**src/rtl/clk_div_if.sv**
```systemverilog
// rtl/clk_div_if.sv - control and divided-clock bundle for clk_div
interface clk_div_if #(
  parameter int RATIO_WD = 8
);
  logic                clk_en;
  logic [RATIO_WD-1:0] div_ratio;
  logic                div_clk;

  modport master (output clk_en, output div_ratio, input  div_clk);
  modport slave  (input  clk_en, input  div_ratio, output div_clk);
endinterface

```
**src/rtl/clk_div.sv**
```systemverilog
// rtl/clk_div.sv - integer clock divider, 50% duty for even ratios, bypass when idle
// Ratio is latched only at period boundaries so DIV_CLK never has a truncated phase.
module clk_div #(
  parameter int RATIO_WD = 8
) (
  input  logic       i_clk,
  input  logic       i_rst_n,
  clk_div_if.slave   bus
);

  typedef enum logic [1:0] {
    ST_IDLE = 2'd0,
    ST_LOW  = 2'd1,
    ST_HIGH = 2'd2
  } state_t;

  state_t              r_state;
  state_t              w_state_nxt;
  logic [RATIO_WD-1:0] r_cnt;
  logic [RATIO_WD-1:0] w_cnt_nxt;
  logic [RATIO_WD-1:0] r_ratio;
  logic [RATIO_WD-1:0] w_ratio_nxt;
  logic                r_div;
  logic                w_div_nxt;
  logic                w_start;
  logic [RATIO_WD-1:0] w_low_len;
  logic [RATIO_WD-1:0] w_high_len;

  assign w_start    = bus.clk_en && (bus.div_ratio >= RATIO_WD'(2));
  assign w_low_len  = r_ratio >> 1;
  assign w_high_len = r_ratio - w_low_len;

  always_ff @(posedge i_clk or negedge i_rst_n) begin
    if (!i_rst_n) begin
      r_state <= ST_IDLE;
      r_cnt   <= '0;
      r_ratio <= '0;
      r_div   <= 1'b0;
    end else begin
      r_state <= w_state_nxt;
      r_cnt   <= w_cnt_nxt;
      r_ratio <= w_ratio_nxt;
      r_div   <= w_div_nxt;
    end
  end

  always_comb begin
    w_state_nxt = r_state;
    w_cnt_nxt   = r_cnt;
    w_ratio_nxt = r_ratio;
    w_div_nxt   = r_div;
    case (r_state)
      ST_IDLE: begin
        if (w_start) begin
          w_state_nxt = ST_LOW;
          w_ratio_nxt = bus.div_ratio;
          w_cnt_nxt   = '0;
          w_div_nxt   = 1'b0;
        end
      end
      ST_LOW: begin
        w_cnt_nxt = r_cnt + RATIO_WD'(1);
        if (r_cnt == w_low_len - RATIO_WD'(1)) begin
          w_state_nxt = ST_HIGH;
          w_cnt_nxt   = '0;
          w_div_nxt   = 1'b1;
        end
      end
      ST_HIGH: begin
        w_cnt_nxt = r_cnt + RATIO_WD'(1);
        if (r_cnt == w_high_len - RATIO_WD'(1)) begin
          // Period boundary: the only point where a new ratio or enable is honoured
          w_cnt_nxt = '0;
          w_div_nxt = 1'b0;
          if (w_start) begin
            w_state_nxt = ST_LOW;
            w_ratio_nxt = bus.div_ratio;
          end else begin
            w_state_nxt = ST_IDLE;
          end
        end
      end
      default: begin
        w_state_nxt = ST_IDLE;
        w_cnt_nxt   = '0;
        w_div_nxt   = 1'b0;
      end
    endcase
  end

  always_comb begin
    bus.div_clk = (r_state == ST_IDLE) ? i_clk : r_div;
  end

endmodule

```
**src/flat_wrapper.sv**
```systemverilog
// flat-port wrapper written by rule: the top's interface ports become plain ports
module clk_div_flat 
#(
  parameter int RATIO_WD = 8
)
  (i_clk, i_rst_n, bus_clk_en, bus_div_ratio, bus_div_clk);
  clk_div_if #(.RATIO_WD(RATIO_WD)) bus_i ();
  input  logic i_clk;
  input  logic i_rst_n;
  input wire logic [$bits(bus_i.clk_en)-1:0] bus_clk_en;
  input wire logic [$bits(bus_i.div_ratio)-1:0] bus_div_ratio;
  output wire logic [$bits(bus_i.div_clk)-1:0] bus_div_clk;
  assign bus_i.clk_en = bus_clk_en;
  assign bus_i.div_ratio = bus_div_ratio;
  assign bus_div_clk = bus_i.div_clk;
  clk_div #(.RATIO_WD(RATIO_WD)) u_core (.i_clk(i_clk), .i_rst_n(i_rst_n), .bus(bus_i));
endmodule
```
**config.mk**
```make
export PLATFORM = sky130hd
export DESIGN_NAME = clk_div_flat
export DESIGN_NICKNAME = d
export VERILOG_FILES = /design/src/rtl/clk_div_if.sv /design/src/rtl/clk_div.sv /design/src/flat_wrapper.sv
export SDC_FILE = /design/constraint.sdc
export NUM_CORES = 1
export LEC_CHECK = 0
export ABC_AREA = 1
export CAP_MARGIN = 20
export CORE_MARGIN = 2
export CORE_UTILIZATION = 35
export DETAILED_ROUTE_END_ITERATION = 8
export GPL_TIMING_DRIVEN = 0
export PLACE_DENSITY = 0.55
export SETUP_SLACK_MARGIN = 0.02
export SLEW_MARGIN = 15
export SYNTH_ARGS = -nofsm -noshare
export SYNTH_HDL_FRONTEND = slang
export SYNTH_SLANG_ARGS = --single-unit
```
**constraint.sdc**
```tcl
create_clock -name i_clk -period 2.23 [get_ports i_clk]
set_input_delay 0.5575 -clock i_clk [delete_from_list [all_inputs] [get_ports i_clk]]
set_output_delay 0.5575 -clock i_clk [all_outputs]
set_load 0.02 [all_outputs]
```
# ---- Word level (Yosys, flattened, before mapping)
# Index checks and enable logic that the tools add are counted.
dict set report totals {
  word_cells 38
  inputBits 11
  regBits 19
  out_inout_bits 1
}
dict set report op_classes {
  n_reduce_logical 5
  order_cmp 1
  mux 17
  n_eq_ne 7
  n_addsub 4
}
# op count
set ops {}
lappend ops {{two-way mux 8 bit} 5}
lappend ops {{one-hot mux 8 bit (3 select lines)} 1}
lappend ops {{== test 8 bit} 2}
lappend ops {{one-hot mux 8 bit (2 select lines)} 1}
lappend ops {{adder 8 x 1 -> 8 bit (second input constant)} 1}
lappend ops {{greater-or-equal comparator 8 x 2 -> 1 bit (second input constant)} 1}
lappend ops {{subtractor 7 x 1 -> 8 bit (second input constant)} 1}
lappend ops {{subtractor 8 x 1 -> 8 bit (second input constant)} 1}
lappend ops {{subtractor 8 x 7 -> 8 bit} 1}
lappend ops {{two-way mux 2 bit} 3}
lappend ops {{inequality test 2 x 1 -> 1 bit (second input constant)} 3}
lappend ops {{one-hot mux 2 bit (3 select lines)} 1}
lappend ops {{two-way mux 1 bit} 5}
lappend ops {{one-hot mux 1 bit (3 select lines)} 1}
lappend ops {{AND reduction 3 bit} 1}
lappend ops {{== test 2 x 1 -> 1 bit (second input constant)} 1}
lappend ops {{== test 2 bit (second input constant)} 1}
lappend ops {{zero test 2 bit} 1}
lappend ops {{AND reduction 2 bit} 1}
lappend ops {{nonzero test 2 bit} 1}
lappend ops {{logical AND 1 bit} 1}

# ---- Longest topological paths before layout
# Gate-level depths: netlist of the first run.
dict set report logic_depth {
  depth_word 5
  mapped_depth 17
  mapped_depth_nobuf 16
}

==> impl_results.md, run 1 <==
- DRC Markers: 0
- Biggest area consumer among synthesized cells: dfrtp_1
- Cts hold-fix bufs: 0
- CTS tree: built
- Final WL: 4020 um
- Register bit total from synthesis: 18
- Fmax: 0.425 GHz
- Syn Area/Cell: 6.97 um^2
- Synthesized cell area: roughly 1800 um^2
- Syn Inst Count: 261
- Nets: between 300 and 400
- Slowest-stage cell, CP: fa_2
- Cells on worst reg2reg path: 14
- Final ANT Viol Nets: 0
- CP Capture Point: u_core.r_ratio[3]
- # rows: 26
- RSZ-0062 raised after global routing: yes
- WP buf/inv: 2
- Reg2Reg Launch Point: u_core.r_ratio[1]
- Rel. slew slack: 0.433
- Max-cap violation count: 0
- Pre-antenna DRT Iters: 4
- Critical Path End Type: register
- Die X: between 70 and 80 um
- Area Overhead vs Synth: 23.4%
- Synth top area share: 0.248
- WS Path Type: reg2reg
- Via density: 4.54
- Fin. max-slew vios: 0
- Antenna fix cells: 0
- Initial antenna violation count: 0
- Syn nets: 296
- Most used cell along the critical path: nand2_1
- Core area: 5070 um^2
- Initial Utilization: 0.358
- Min Tclk post-route: ~2400 ps
- Failing checks: negative setup slack
- Static Leakage: 1.15 nW
- Storage cell area: between 400 and 500 um^2
- I/O pin count: 12
- Worst stage delay on the critical path: 530 ps
- First-pass GRT wire length: 6950 um
- Clock transition at path regs: 70 ps
- Crit-path cells: inv_2, ha_4, fa_2, xnor2_1, nand2_1, nor2_2, nand3_1, nor2_2, nand3_2, nand2_4, nand2_4, buf_8, nand2_1, nand2_1
- Via count: 1615
- Worst flop-to-flop path endpoint: u_core.r_ratio[3]
- Routed len/inst: between 10 and 15 um
- Die area: 5790 um^2
- FILL cells: 553
- Hpwl dp: 3000 um
- I/O Buffers: 11
- Final GP Congestion: 0.802
- Area of the multi-input gates: 1240 um^2
- Worst setup startpoint: u_core.r_ratio[1]
- Hold_sp: u_core.r_ratio[4]
- Tcrit/Tclk final: 1.06
- HP Class: reg2reg
- Main area contributors after synthesis: dfrtp_1 (25%), nand2_1 (16%), ha_1 (16%), inv_1 (8.0%), nand3_1 (5.0%)
- PD cells: between 1000 and 1500 nW/um^2
- Hold violation count in the final report: 0
- Peak supply drop: about 0.00071 V
- Die height: 76.1 um
- Layout cells sized above 1: 0.164
- Seq/Total Area, Yosys: 0.248
- Status: complete, but fails checks
- Hold slack: 562 ps
- Worst skew pair latency: 360 ps
- Final WS setup: -123 ps
- Largest net degree at the start of global routing: 19
- DP Cell Count: around 340
- Non-filler cells in the finished layout: roughly 360
- Pwr Total: 3.22 mW
- Pre-CTS setup slack: -303 ps
- DRT iter0 DRCs: 43
- Clock skew: between 1 and 1.5 ps
- Tot GR Track Use: 0.148
- R2R Setup Slk: -120 ps
- Core Util, Final: 0.442
- Crit path launch type: register
- Max FO, Critical Path: 5
- Crit path depth: 14
- Worst slew pin tran: 847 ps
- CP Data Arrival Time: about 2600 ps
- Worst EP required: 2480 ps
- Distinct cell type count of the synthesized netlist: 31
- Gr ovfl total: 0
- Setup violators final: 14
- Synth warnings: 0
- Family with the most delay on the worst path: simple AND/OR/NAND/NOR gates
- Vias in the first global route: 1567
cells in the final DEF, fill, tap and decap left out, types with 3 or more instances in the layout:
master and count:
o21ai_1 3, o21ai_0 5, nand2_4 3, o21ai_2 5, xnor2_1 9, xor2_1 10, dfrtp_1 16, clkbuf_8 7
nor3_1 4, nor2_1 23, nand2_2 8, nand2_1 71, nand4_1 3, ha_1 22, nand3_1 17, inv_2 3
clkdlybuf4s50_1 10, inv_1 37, buf_4 5
cell type report:
cell class | instances | share of cell area
multi-input cells | 199 | 0.552
flip-flops and latches | 18 | 0.202
repair buffers | 17 | 0.0803
inverters | 40 | 0.0669
clock buffers | 8 | 0.0452
well taps | 70 | 0.0390
plain buffers | 4 | 0.0145
metrics by stage:
stage	TNS, ps	area (um^2)
6_report	-1020	2240
5_1_grt	-3130	2240
4_1_cts	-1130	2220
3_5_place_dp	-4780	2020
3_3_place_gp	-4460	2020
2_1_floorplan	0	1820
layer usage:
metal | share of wire | GRT usage | up-vias | wire (um)
met3 | 0.020 | 0.0201 | 9 | 80
li1 | - | - | 859 | -
met5 | 0 | 0 | - | 0
met2 | 0.47 | 0.246 | 22 | 1900
met1 | 0.49 | 0.196 | 725 | 1960
met4 | 0.020 | 0.0564 | 0 | 79
how the worst min path moves through the flow:
stage                        endpoint  slack, ps  cells past startpoint
finish              u_core.r_ratio[4]        560                      2
global route        u_core.r_ratio[4]        600                      2
CTS                 u_core.r_state[0]        550                      2
detailed placement  u_core.r_ratio[0]        490                      2
global placement    u_core.r_ratio[0]        490                      2
floorplan             u_core.r_cnt[0]        260                      0
cells in the mapped netlist (all sizes together):
library cell,number
o21ai,13
o21a,1
a21boi,1
fa,1
inv,40
nand2,82
xnor2,9
dfrtp,18
ha,23
a31oi,1
nand3,19
a21o,1
buf,3
or2,2
clkbuf,1
nor3,4
nor2,25
a21oi,2
nand3b,2
nand4,3
xor2,10
cell families (layout without fill, tap and decap cells):
logic type	count (synthesis)	in the layout	synth area share
simple gates	137	137	0.326
compound gates	19	19	0.0674
fa+ha+maj	24	24	0.169
xor+xnor	19	19	0.0915
buf+inv	44	69	0.0983
flops	18	18	0.248
where the power goes:
part	total (mW)	internal, mW	switching, mW
sequential	0.572	0.428	0.145
combinational	2.19	0.916	1.27
clock	0.460	0.289	0.172
total	3.22	1.63	1.59
what timing repair did:
action / 4_1_cts / 5_1_grt
endpoints found under the setup margin: 21 / 21
pin swaps: 3 / 1
gates cloned: 1 / 0
setup buffers: 6 / 0
gates resized for setup: 12 / 13
sequential cells by signal, indices dropped and copies added (netlist names):
name / cells
u_core.r_cnt: 8
u_core.r_ratio: 8
u_core.r_div: 1
u_core.r_state: 1
worst register-to-register path, delay by kind of cell (launching register included):
family                   cells  cell delay, ps
flip-flops                   1             390
buffers and inverters        2             220
adder cells (fa/ha/maj)      2             690
AND/OR/NAND/NOR              9             830
XOR/XNOR                     1             110
Power figures use the tool's default switching activity.
==> run 2: changes to the inputs <==
- ABC_CLOCK_PERIOD_IN_PS: default -> 2230
- CTS_CLUSTER_DIAMETER: default -> 30
==> results of run 2 <==
Same layout as run 1: the final DEF is identical, and so are final timing and power.
==> run 3: changes to the inputs <==
- HOLD_SLACK_MARGIN: default -> 0.08
==> results of run 3 <==
Same layout as run 1: the final DEF is identical, and so are final timing and power.
